[src/rtl/spi_slave_tx_if.sv]
// Bus bundle for the SPI responder transmitter: SPI pins plus the local
// valid/ready word feed and the per-frame status pulses.
interface spi_slave_tx_if #(
  parameter int WIDTH = 40
);
  logic             SCLK;
  logic             SS;
  logic             MISO;
  logic             MISO_oe;
  logic [WIDTH-1:0] DIN;
  logic             din_valid;
  logic             din_ready;
  logic             frame_done;
  logic             frame_abort;
  logic             underrun;

  modport slave (
    input  SCLK, SS, DIN, din_valid,
    output MISO, MISO_oe, din_ready, frame_done, frame_abort, underrun
  );

  modport master (
    output SCLK, SS, DIN, din_valid,
    input  MISO, MISO_oe, din_ready, frame_done, frame_abort, underrun
  );
endinterface

[src/rtl/spi_slave_tx.sv]
// SPI responder transmitter: oversamples SCLK/SS, shifts a WIDTH-bit word out
// MSB first per SS-low frame, with a one-deep holding buffer for the next word.
module spi_slave_tx #(
  parameter int WIDTH       = 40,
  parameter int SYNC_STAGES = 2
) (
  input  logic            clk,
  input  logic            rst,
  spi_slave_tx_if.slave   bus
);
  localparam int CW = $clog2(WIDTH + 1);
  localparam logic [CW-1:0] CNT_MAX = CW'(WIDTH);

  typedef enum logic [0:0] {IDLE = 1'b0, SHIFT = 1'b1} state_e;

  logic [SYNC_STAGES-1:0] sclk_sync_q, ss_sync_q;
  logic                   sclk_hist_q, ss_hist_q;
  logic                   sclk_s, ss_s, sclk_fall_s, ss_fall_s, ss_rise_s;

  state_e           state_q, state_d;
  logic [WIDTH-1:0] shreg_q, shreg_d;
  logic [WIDTH-1:0] hold_q, hold_d;
  logic [WIDTH-1:0] last_q, last_d;
  logic [CW-1:0]    bitcnt_q, bitcnt_d;
  logic             ready_q, ready_d;
  logic             miso_q, miso_d;
  logic             oe_q, oe_d;
  logic             done_q, done_d;
  logic             abort_q, abort_d;
  logic             und_q, und_d;

  // Synchronizers plus one history flop for SCLK and SS edge detection.
  always_ff @(posedge clk) begin
    if (!rst) begin
      sclk_sync_q <= '0;
      ss_sync_q   <= '0;
      sclk_hist_q <= 1'b0;
      ss_hist_q   <= 1'b0;
    end else begin
      sclk_sync_q <= {sclk_sync_q[SYNC_STAGES-2:0], bus.SCLK};
      ss_sync_q   <= {ss_sync_q[SYNC_STAGES-2:0], bus.SS};
      sclk_hist_q <= sclk_s;
      ss_hist_q   <= ss_s;
    end
  end

  assign sclk_s      = sclk_sync_q[SYNC_STAGES-1];
  assign ss_s        = ss_sync_q[SYNC_STAGES-1];
  assign sclk_fall_s = sclk_hist_q & ~sclk_s;
  assign ss_fall_s   = ss_hist_q & ~ss_s;
  assign ss_rise_s   = ~ss_hist_q & ss_s;

  // Frame FSM, shifter, holding buffer and registered output next-state.
  always_comb begin
    state_d  = state_q;
    shreg_d  = shreg_q;
    hold_d   = hold_q;
    last_d   = last_q;
    bitcnt_d = bitcnt_q;
    ready_d  = ready_q;
    done_d   = 1'b0;
    abort_d  = 1'b0;
    und_d    = 1'b0;
    case (state_q)
      IDLE: begin
        if (ss_fall_s) begin
          if (!ready_q) begin
            shreg_d = hold_q;
            last_d  = hold_q;
          end else begin
            shreg_d = last_q;
          end
          und_d    = ready_q;
          ready_d  = 1'b1;
          bitcnt_d = '0;
          state_d  = SHIFT;
        end else begin
          state_d = IDLE;
        end
      end
      SHIFT: begin
        if (sclk_fall_s) begin
          shreg_d  = {shreg_q[WIDTH-2:0], 1'b0};
          bitcnt_d = (bitcnt_q == CNT_MAX) ? bitcnt_q : bitcnt_q + CW'(1);
        end else begin
          shreg_d = shreg_q;
        end
        // The coincident last fall is already counted in bitcnt_d.
        if (ss_rise_s) begin
          done_d  = (bitcnt_d == CNT_MAX);
          abort_d = (bitcnt_d != CNT_MAX);
          state_d = IDLE;
        end else begin
          state_d = SHIFT;
        end
      end
      default: begin
        state_d = IDLE;
      end
    endcase
    // A write beside a frame-start load lands in hold for the next frame.
    if (bus.din_valid && ready_q) begin
      hold_d  = bus.DIN;
      ready_d = 1'b0;
    end else begin
      hold_d = hold_d;
    end
    oe_d   = (state_d == SHIFT);
    miso_d = (state_d == SHIFT) ? shreg_d[WIDTH-1] : 1'b0;
  end

  // State and datapath registers.
  always_ff @(posedge clk) begin
    if (!rst) begin
      state_q  <= IDLE;
      shreg_q  <= '0;
      hold_q   <= '0;
      last_q   <= '0;
      bitcnt_q <= '0;
      ready_q  <= 1'b1;
      miso_q   <= 1'b0;
      oe_q     <= 1'b0;
      done_q   <= 1'b0;
      abort_q  <= 1'b0;
      und_q    <= 1'b0;
    end else begin
      state_q  <= state_d;
      shreg_q  <= shreg_d;
      hold_q   <= hold_d;
      last_q   <= last_d;
      bitcnt_q <= bitcnt_d;
      ready_q  <= ready_d;
      miso_q   <= miso_d;
      oe_q     <= oe_d;
      done_q   <= done_d;
      abort_q  <= abort_d;
      und_q    <= und_d;
    end
  end

  assign bus.MISO        = miso_q;
  assign bus.MISO_oe     = oe_q;
  assign bus.din_ready   = ready_q;
  assign bus.frame_done  = done_q;
  assign bus.frame_abort = abort_q;
  assign bus.underrun    = und_q;
endmodule

[src/flat_wrapper.sv]
// flat-port wrapper written by rule: the top's interface ports become plain ports
module spi_slave_tx_flat 
#(
  parameter int WIDTH       = 40,
  parameter int SYNC_STAGES = 2
)
  (clk, rst, bus_SCLK, bus_SS, bus_DIN, bus_din_valid, bus_MISO, bus_MISO_oe, bus_din_ready, bus_frame_done, bus_frame_abort, bus_underrun);
  spi_slave_tx_if #(.WIDTH(WIDTH)) bus_i ();
  input  logic clk;
  input  logic rst;
  input wire logic [$bits(bus_i.SCLK)-1:0] bus_SCLK;
  input wire logic [$bits(bus_i.SS)-1:0] bus_SS;
  input wire logic [$bits(bus_i.DIN)-1:0] bus_DIN;
  input wire logic [$bits(bus_i.din_valid)-1:0] bus_din_valid;
  output wire logic [$bits(bus_i.MISO)-1:0] bus_MISO;
  output wire logic [$bits(bus_i.MISO_oe)-1:0] bus_MISO_oe;
  output wire logic [$bits(bus_i.din_ready)-1:0] bus_din_ready;
  output wire logic [$bits(bus_i.frame_done)-1:0] bus_frame_done;
  output wire logic [$bits(bus_i.frame_abort)-1:0] bus_frame_abort;
  output wire logic [$bits(bus_i.underrun)-1:0] bus_underrun;
  assign bus_i.SCLK = bus_SCLK;
  assign bus_i.SS = bus_SS;
  assign bus_i.DIN = bus_DIN;
  assign bus_i.din_valid = bus_din_valid;
  assign bus_MISO = bus_i.MISO;
  assign bus_MISO_oe = bus_i.MISO_oe;
  assign bus_din_ready = bus_i.din_ready;
  assign bus_frame_done = bus_i.frame_done;
  assign bus_frame_abort = bus_i.frame_abort;
  assign bus_underrun = bus_i.underrun;
  spi_slave_tx #(.WIDTH(WIDTH), .SYNC_STAGES(SYNC_STAGES)) u_core (.clk(clk), .rst(rst), .bus(bus_i));
endmodule
[config.mk]
export PLATFORM = sky130hd
export DESIGN_NAME = spi_slave_tx_flat
export DESIGN_NICKNAME = d
export VERILOG_FILES = /design/src/rtl/spi_slave_tx_if.sv /design/src/rtl/spi_slave_tx.sv /design/src/flat_wrapper.sv
export SDC_FILE = /design/constraint.sdc
export NUM_CORES = 1
export LEC_CHECK = 0
export CAP_MARGIN = 5
export CORE_ASPECT_RATIO = 1.25
export CORE_UTILIZATION = 30
export DETAILED_ROUTE_END_ITERATION = 6
export GPL_TIMING_DRIVEN = 0
export SLEW_MARGIN = 0
export SYNTH_ARGS = -nofsm -noshare
export SYNTH_HDL_FRONTEND = slang
export SYNTH_SLANG_ARGS = --single-unit
export TNS_END_PERCENT = 1
[constraint.sdc]
create_clock -name clk -period 2.1 [get_ports clk]
set_input_delay 0.42 -clock clk [delete_from_list [all_inputs] [get_ports clk]]
set_output_delay 0.42 -clock clk [all_outputs]
set_load 0.005 [all_outputs]
==> results of run 1 <==
-- cell families after synthesis --
logic type / Yosys count
AOI/OAI and AO/OA: 145
xor gates and xnor gates: 1
adders and majority gates: 2
buffers and inverters: 53
DFF: 138
muxes: 40
and+or+nand+nor: 245
-- through the flow --
step           setup slack [ns]  cell area, um2  TNS [ns]  hold WS [ns]  util [%]
2_1_floorplan             0.450            5420         0         0.412         -
3_3_place_gp             -0.432            6200    -16.34         0.429      35.3
3_5_place_dp             -0.437            6200    -16.44         0.425      35.3
4_1_cts                   0.221            6800         0         0.448      38.7
5_1_grt                  0.0550            6800         0         0.476      38.7
6_report                  0.261            6800         0         0.437      38.7
-- final timing paths --
| path | startpoint | end | slack [ns] |
|---|---|---|---|
| setup / recovery | u_core.bus.din_ready$_SDFFE_PN1P_ | u_core.shreg_q[36]$_SDFFE_PN0P_ | 0.26 |
| hold / removal | u_core.ss_sync_q[0]$_SDFF_PN0_ | u_core.ss_sync_q[1]$_SDFF_PN0_ | 0.44 |
| setup reg to reg | u_core.bus.din_ready$_SDFFE_PN1P_ | u_core.shreg_q[36]$_SDFFE_PN0P_ | 0.26 |
| hold reg to reg | u_core.ss_sync_q[0]$_SDFF_PN0_ | u_core.ss_sync_q[1]$_SDFF_PN0_ | 0.44 |
-- worst max-delay path: stages, from the launching register on --
cell and delay [ns]:
dfxtp_1 0.37, buf_4 0.23, buf_1 0.51, mux2i_1 0.26
nor2_1 0.07, a221oi_1 0.20, nor2_1 0.06
-- synthesized netlist by cell type (all sizes together), types with 5 or more instances --
cell	n	area share, %
nor2	120	8.4
and2	7	0.81
clkbuf	23	1.6
inv	5	0.35
nand2	91	6.3
o21ai	8	0.74
dfxtp	138	51
a21oi	87	8.0
buf	25	3.2
a221oi	39	6.3
mux2i	39	7.2
-- area by class of cell --
| type | instances | area (um2) |
|---|---|---|
| fillers | 1837 | 10800 |
| well taps | 224 | 280 |
| clock buffers | 21 | 460 |
| plain buffers | 47 | 254 |
| repair buffers | 50 | 500 |
| clock inverters | 11 | 144 |
| inverters | 5 | 18.8 |
| multi-input cells | 433 | 2380 |
| flip-flops and latches | 138 | 2760 |
-- state kept, by name, indices dropped and copies added (netlist names) --
signal,count
u_core.shreg_q,40
u_core.last_q,40
u_core.state_q,1
u_core.hold_q,40
u_core.bus.frame_done,1
u_core.ss_sync_q,2
u_core.bitcnt_q,6
u_core.bus.din_ready,1
u_core.sclk_sync_q,2
u_core.ss_hist_q,1
u_core.bus.MISO,1
u_core.bus.frame_abort,1
u_core.bus.underrun,1
u_core.sclk_hist_q,1
-- layer usage --
metal | vias to the layer above | track usage [%] | part of all wire [%]
met2 | 96 | 23.7 | 50
met5 | - | 0 | 0
met3 | 17 | 2.84 | 3.6
met1 | 2159 | 17.8 | 45
li1 | 2303 | - | -
met4 | 0 | 6.21 | 1.9
-- power by group --
| part | total, mW | internal, mW | switching, mW | leakage (nW) |
|---|---|---|---|---|
| combinational | 0.385 | 0.175 | 0.210 | 1.18 |
| clock | 3.03 | 1.93 | 1.10 | 0.297 |
| sequential | 2.71 | 2.68 | 0.0351 | 1.12 |
| total | 6.13 | 4.78 | 1.35 | 2.59 |
==> flow_metrics.py, run 1 <==
metrics = {
    "placed_design": {
        "gp_congestion": 0.837,
        "dpl.hpwl_um": 8610,
        "portBuffers": 50,
        "placed_cells_incl_taps": 898,
    },
    "synthesis": {
        "synth-compound-area-share_pct": 16.8,
        "yosys_warnings": 0,
        "netlist-cell-type-count": 45,
        "synth-edff-count": 0,
        "syn_avg_cell_area_um2": 8.69,
        "synth_simple_gate_area_share_pct": 19.2,
        "ys_seq_area_share_pct": 51.0,
        "ys_ff_latch": 138,
        "synth_mux_area_share_pct": 7.41,
        "synthCells": 624,
        "synth_top_family_by_area": "simple AND/OR/NAND/NOR gates",
        "synth.net_count": 671,
        "synth_fa_ha_area_share_pct": 0.462,
        "synth_xor_area_share_pct": 0.162,
        "async_flop_share_pct": 0,
        "synth_area_um2": 5420,
        "synth-main-ff-cell": "dfxtp_1",
    },
    "sta": {
        "period_minus_slack_ns": 1.84,
        "setup_viol": 0,
        "slew_viol_final": 0,
        "finClkSkew_ns": 0.00721,
        "fin_crit_sh_pct": 87.6,
        "rsz0062_at_grt": "no",
        "hold_viol": 0,
        "fmax_mhz": 544,
        "worst_pin_slew_ns": 0.620,
        "slew_headroom_pct": 58.7,
    },
    "routing": {
        "routed_wl_um": 12300,
        "first_pass_iters": 4,
        "wire_per_inst_um": 13.2,
        "drt-initial-drc-count": 305,
        "post-route-drc-count": 0,
        "drt-vias-per-instance": 4.92,
        "ant_nets": 0,
        "vias": 4575,
    },
    "cts": {
        "numCtsBuffers": 17,
        "cts_buffer_depth": 2,
        "root_buffer": "clkbuf_16",
        "clock_latency_ns": 0.41,
        "cts.hold.buffers_added": 0,
        "post_cts_buffers": 0,
        "htreeDepth": 4,
        "path_clk_slew_ns": 0.06,
        "cts_tree": "built",
        "ctsResizeCount": 0,
        "clock-sinks": 138,
    },
    "global_routing": {
        "overflow": 0,
        "antenna_found_initial": 0,
        "grt_pass1_vias": 4329,
        "grt_usage_pct": 14.3,
        "grt_max_degree": 20,
        "grt_pass1_wl_um": 21000,
    },
    "floorplanning": {
        "rows": 54,
        "die_h_um": 152,
        "die_w_um": 122,
        "coreArea_um2": 17600,
        "initial_utilization_pct": 30.9,
        "die-area_um2": 18600,
        "io_pins": 51,
    },
    "final_layout": {
        "final_layout_size_suffix_gt1_share_pct": 7.80,
        "fin_nets": 739,
        "synthToLayoutAreaGrowth_pct": 25.5,
        "fin_cells": 929,
        "n_antenna_cell": 0,
        "layout.cells.most_common": "dfxtp_1",
        "final_cell_mix": "138 x dfxtp_1, 119 x nor2_1, 91 x nand2_1",
    },
    "worst_setup_path": {
        "cp-end-kind": "flop",
        "reg2reg_depth": 6,
        "arrival_ns": 2.12,
        "path_class": "reg2reg",
        "cp-start-kind": "flop",
        "crit_required_ns": 2.38,
        "crit_fanout": 10,
    },
    "run_status": {
        "outcome": "completed",
    },
    "hold_path": {
        "holdCritPathClass": "reg2reg",
        "hold-path-cell-count": 1,
    },
    "power_and_ir_drop": {
        "leakage_nw": 2.59,
        "p_per_area_nw_per_um2": 901,
        "p_total_mw": 6.13,
        "vdd_drop_max_mv": 0.634,
    },
    "run": {
        "drv_cap": 0,
    },
}
Note: power is estimated with default switching activity, not from simulation.
==> inputs of run 2 (changes only) <==
--- a/config.mk
+++ b/config.mk
@@ -8,6 +8,7 @@
 export CAP_MARGIN = 5
 export CORE_ASPECT_RATIO = 1.25
 export CORE_UTILIZATION = 30
+export CTS_BUF_LIST = sky130_fd_sc_hd__clkbuf_8
 export DETAILED_ROUTE_END_ITERATION = 6
 export GPL_TIMING_DRIVEN = 0
 export SLEW_MARGIN = 0
==> flow_metrics.py, run 2 (same netlist as run 1, synthesis figures left out) <==
metrics = {
    "run_status": {
        "outcome": "completed",
    },
    "cts": {
        "cts_buffer_depth": 2,
        "root_buffer": "clkbuf_8",
        "ctsResizeCount": 0,
        "htreeDepth": 4,
        "path_clk_slew_ns": 0.08,
        "cts_tree": "built",
        "cts.hold.buffers_added": 0,
        "numCtsBuffers": 17,
        "post_cts_buffers": 0,
        "clock_latency_ns": 0.44,
        "clock-sinks": 138,
    },
    "worst_setup_path": {
        "crit_fanout": 10,
        "arrival_ns": 2.14,
        "crit_required_ns": 2.42,
        "reg2reg_depth": 6,
        "path_class": "reg2reg",
        "cp-end-kind": "flop",
        "crit_top_cell": "nor2_1",
        "slowest_stage": "buf_1",
        "cp_slowest_stage_delay_ns": 0.51,
        "path_cells": "buf_4 > buf_1 > mux2i_1 > nor2_1 > a221oi_1 > nor2_1",
        "cp-start-kind": "flop",
    },
    "floorplanning": {
        "rows": 54,
        "die_h_um": 152,
        "io_pins": 51,
        "die-area_um2": 18600,
        "coreArea_um2": 17600,
        "initial_utilization_pct": 30.9,
        "die_w_um": 122,
    },
    "power_and_ir_drop": {
        "pwr-share-comb_pct": 7.2,
        "leakage_nw": 2.51,
        "p_total_mw": 5.34,
        "seqPwrFrac_pct": 50.7,
        "switching_share_pct": 23.7,
        "power_frac_clock_pct": 42.1,
        "vdd_drop_max_mv": 0.382,
        "internal-power_mw": 4.08,
        "p_per_area_nw_per_um2": 808,
        "p_sw_mw": 1.27,
    },
    "global_routing": {
        "grt_pass1_vias": 4335,
        "overflow": 0,
        "grt_pass1_wl_um": 21000,
        "grt_usage_pct": 14.3,
        "grt_max_degree": 17,
        "antenna_found_initial": 0,
    },
    "routing": {
        "wl_met2_um": 6130,
        "drt-met1-wl_um": 5610,
        "first_pass_iters": 6,
        "post-route-drc-count": 0,
        "highest_layer": "met4",
        "drt-initial-drc-count": 307,
        "vias": 4529,
        "ant_nets": 0,
        "wl_met3_um": 397,
        "routed_wl_um": 12300,
        "drt-vias-per-instance": 4.88,
        "wire_per_inst_um": 13.3,
    },
    "final_layout": {
        "fillCellCount": 1862,
        "layout.cells.most_common": "dfxtp_1",
        "fin_nets": 739,
        "n_antenna_cell": 0,
        "multi_input_area_um2": 2380,
        "regArea_um2": 2760,
        "final_cell_mix": "138 x dfxtp_1, 119 x nor2_1, 91 x nand2_1",
        "design_area_um2": 6610,
        "synthToLayoutAreaGrowth_pct": 21.9,
        "fin_cells": 929,
        "top_regs": "u_core.hold_q x40, u_core.last_q x40, u_core.shreg_q x40",
        "final_layout_size_suffix_gt1_share_pct": 7.80,
    },
    "run": {
        "drv_cap": 0,
    },
    "sta": {
        "finClkSkew_ns": 0.00988,
        "period_minus_slack_ns": 1.82,
        "hold_viol": 0,
        "fmax_mhz": 549,
        "setup_viol": 0,
        "fin_crit_sh_pct": 86.8,
        "whs_ns": 0.442,
        "slew_headroom_pct": 59.0,
        "tns_ns": 0,
        "worst_pin_slew_ns": 0.615,
        "slew_viol_final": 0,
        "rsz0062_at_grt": "no",
    },
    "hold_path": {
        "hold-path-cell-count": 1,
        "holdCritPathClass": "reg2reg",
    },
    "placed_design": {
        "dpl.hpwl_um": 8610,
        "gp_congestion": 0.837,
        "placed_cells_incl_taps": 898,
        "portBuffers": 50,
        "dpl-instance-area_um2": 6200,
    },
}
run 2: changes by cell type in the layout (fill, tap and decap cells not counted), sizes merged:
| cell | delta |
|---|---|
| inv | +2 |
| clkbuf | -2 |
run 2: critical path, delay by kind of cell (launching register included):
family / cells / cell delay (ns)
buffers and inverters: 2 / 0.74
flip-flops: 1 / 0.36
multiplexers: 1 / 0.26
AO/OA/AOI/OAI: 1 / 0.20
AND/OR/NAND/NOR: 2 / 0.14
run 2: routing by layer:
metal  vias up  GRT usage, %
met2        74          23.9
met1      2140          17.5
li1       2303             -
met5         -             0
met3        12          3.18
met4         0          5.87
run 2: final cells by class:
class / instances / area share, %
Clock inverter: 13 / 2.29
Timing Repair Buffer: 50 / 7.57
Sequential cell: 138 / 41.8
Tap cell: 224 / 4.24
Multi-Input combinational cell: 433 / 36.0
Inverter: 5 / 0.284
Clock buffer: 19 / 3.96
Buffer: 47 / 3.84
run 2: path summary, 6_finish.rpt:
check / start / endpoint / slack, ns
max: u_core.bus.din_ready$_SDFFE_PN1P_ / u_core.shreg_q[36]$_SDFFE_PN0P_ / 0.28
min: u_core.ss_sync_q[0]$_SDFF_PN0_ / u_core.ss_sync_q[1]$_SDFF_PN0_ / 0.44
max reg2reg: u_core.bus.din_ready$_SDFFE_PN1P_ / u_core.shreg_q[36]$_SDFFE_PN0P_ / 0.28
min reg2reg: u_core.ss_sync_q[0]$_SDFF_PN0_ / u_core.ss_sync_q[1]$_SDFF_PN0_ / 0.44
run 2: power groups by stage:
stage                     Clock (mW)  Sequential (mW)  Combinational, mW
final                           2.25             2.71              0.385
after global routing            2.42             2.72              0.431
after CTS                       2.30             2.71              0.394
after global placement             0             2.77              0.393
after detailed placement           0             2.77              0.392
after floorplan                    0             2.76              0.228
run 2: per-stage QoR:
stage	util (%)	setup slack (ns)
final	37.6	0.277
after global routing	37.6	0.0577
after CTS	37.7	0.0387
after detailed placement	35.3	-0.437
after global placement	35.3	-0.432
after floorplan	-	0.450
==> inputs of run 3 (changes only) <==
--- a/config.mk
+++ b/config.mk
@@ -6,11 +6,14 @@
 export NUM_CORES = 1
 export LEC_CHECK = 0
 export CAP_MARGIN = 5
+export CELL_PAD_IN_SITES_DETAIL_PLACEMENT = 0
+export CELL_PAD_IN_SITES_GLOBAL_PLACEMENT = 1
 export CORE_ASPECT_RATIO = 1.25
 export CORE_UTILIZATION = 30
 export CTS_BUF_LIST = sky130_fd_sc_hd__clkbuf_8
 export DETAILED_ROUTE_END_ITERATION = 6
 export GPL_TIMING_DRIVEN = 0
+export PLACE_DENSITY_LB_ADDON = 0.1
 export SLEW_MARGIN = 0
 export SYNTH_ARGS = -nofsm -noshare
 export SYNTH_HDL_FRONTEND = slang
==> flow_metrics.py, run 3 (same netlist as run 1, synthesis figures left out) <==
metrics = {
    "cts": {
        "cts.hold.buffers_added": 0,
        "post_cts_buffers": 0,
        "numCtsBuffers": 17,
        "root_buffer": "clkbuf_8",
        "path_clk_slew_ns": 0.08,
        "cts_buffer_depth": 2,
        "htreeDepth": 4,
        "clock-sinks": 138,
        "cts_tree": "built",
        "clock_latency_ns": 0.44,
        "ctsResizeCount": 0,
    },
    "sta": {
        "finClkSkew_ns": 0.00910,
        "hold_viol": 0,
        "period_minus_slack_ns": 1.87,
        "slew_viol_final": 0,
        "slew_headroom_pct": 55.8,
        "worst_pin_slew_ns": 0.663,
        "setup_viol": 0,
        "fin_crit_sh_pct": 89.1,
        "rsz0062_at_grt": "no",
        "fmax_mhz": 535,
    },
    "floorplanning": {
        "coreArea_um2": 17600,
        "initial_utilization_pct": 30.9,
        "die_w_um": 122,
        "io_pins": 51,
        "die-area_um2": 18600,
        "die_h_um": 152,
        "rows": 54,
    },
    "routing": {
        "post-route-drc-count": 0,
        "routed_wl_um": 13400,
        "vias": 4524,
        "wire_per_inst_um": 14.5,
        "first_pass_iters": 4,
        "drt-vias-per-instance": 4.87,
        "drt-initial-drc-count": 202,
        "ant_nets": 0,
    },
    "final_layout": {
        "synthToLayoutAreaGrowth_pct": 22.5,
        "layout.cells.most_common": "dfxtp_1",
        "final_cell_mix": "138 x dfxtp_1, 119 x nor2_1, 91 x nand2_1",
        "fillCellCount": 1863,
        "top_regs": "u_core.hold_q x40, u_core.last_q x40, u_core.shreg_q x40",
        "fin_nets": 739,
        "utilization_pct": 37.8,
        "final_layout_size_suffix_gt1_share_pct": 8.09,
        "n_antenna_cell": 0,
    },
    "power_and_ir_drop": {
        "p_sw_mw": 1.28,
        "leakage_nw": 2.51,
        "internal-power_mw": 4.23,
        "p_per_area_nw_per_um2": 830,
        "seqPwrFrac_pct": 49.1,
        "power_frac_clock_pct": 43.8,
        "switching_share_pct": 23.3,
        "p_total_mw": 5.51,
        "vdd_drop_max_mv": 0.350,
        "pwr-share-comb_pct": 7.1,
    },
    "worst_setup_path": {
        "arrival_ns": 2.19,
        "path_class": "reg2reg",
        "crit_top_cell": "nor2_1",
        "cp-start-kind": "flop",
        "cp-end-kind": "flop",
        "crit_buf_inv": 2,
        "slowest_stage": "buf_1",
        "path_delay_family": "buffers and inverters",
        "cp_slowest_stage_delay_ns": 0.54,
        "path_cells": "buf_4 > buf_1 > mux2i_1 > nor2_1 > a221oi_1 > nor2_1",
        "crit_required_ns": 2.42,
        "crit_fanout": 10,
        "rrSetupSlack_ns": 0.23,
    },
    "global_routing": {
        "overflow": 0,
        "grt_usage_pct": 15.2,
        "grt_pass1_wl_um": 21800,
        "grt_pass1_vias": 4406,
        "grt_max_degree": 20,
        "antenna_found_initial": 0,
    },
    "placed_design": {
        "portBuffers": 50,
        "dpl.hpwl_um": 9450,
        "gp_congestion": 0.749,
    },
    "run_status": {
        "outcome": "completed",
    },
    "run": {
        "drv_cap": 0,
    },
    "hold_path": {
        "holdCritPathClass": "reg2reg",
    },
}
## run 3: changes by cell type in the layout (fill, tap and decap cells not counted)
cell	previous run	this run
inv_1	7	5
clkinv_4	2	0
clkbuf_8	19	20
bufinv_16	3	4
clkinvlp_4	1	4
inv_6	1	0
## run 3: path summary, 6_finish.rpt
kind,start,to,cells after the start
setup / recovery,u_core.bus.din_ready$_SDFFE_PN1P_,u_core.shreg_q[1]$_SDFFE_PN0P_,6
hold / removal,u_core.sclk_sync_q[0]$_SDFF_PN0_,u_core.sclk_sync_q[1]$_SDFF_PN0_,1
setup reg to reg,u_core.bus.din_ready$_SDFFE_PN1P_,u_core.shreg_q[1]$_SDFFE_PN0P_,6
hold reg to reg,u_core.sclk_sync_q[0]$_SDFF_PN0_,u_core.sclk_sync_q[1]$_SDFF_PN0_,1
## run 3: per-layer routing
| metal | track usage [%] | wire, um |
|---|---|---|
| met1 | 18.1 | 6170 |
| met4 | 6.56 | 284 |
| met3 | 4.23 | 549 |
| met5 | 0 | 0 |
| met2 | 25.2 | 6440 |
## run 3: cell type report
type                       instances  area [um2]  area share [%]
sequential                       138        2760            41.6
clock buffer                      20         275            4.14
timing repair buffer              50         500            7.53
inverter                           5        18.8           0.282
clock inverter                    12         170            2.56
buffer                            47         254            3.82
multi-input combinational        433        2380            35.9
tap                              224         280            4.22
## run 3: power groups by stage
| stage | registers (mW) | logic (mW) | clock network (mW) |
|---|---|---|---|
| 2_1_floorplan | 2.76 | 0.228 | 0 |
| 3_3_place_gp | 2.77 | 0.400 | 0 |
| 3_5_place_dp | 2.77 | 0.405 | 0 |
| 4_1_cts | 2.71 | 0.405 | 2.50 |
| 5_1_grt | 2.71 | 0.437 | 2.61 |
| 6_report | 2.71 | 0.393 | 2.41 |
## run 3: stage by stage
step / setup TNS (ns) / setup WS, ns / cells / area (um2) / hold WS [ns]
final: 0 / 0.230 / 929 / 6640 / 0.437
after global routing: 0 / 0.0625 / 929 / 6640 / 0.460
after CTS: 0 / 0.216 / 929 / 6640 / 0.443
after detailed placement: -25.60 / -0.592 / 898 / 6200 / 0.423
after global placement: -24.00 / -0.580 / 898 / 6200 / 0.419
after floorplan: 0 / 0.450 / 624 / 5420 / 0.412
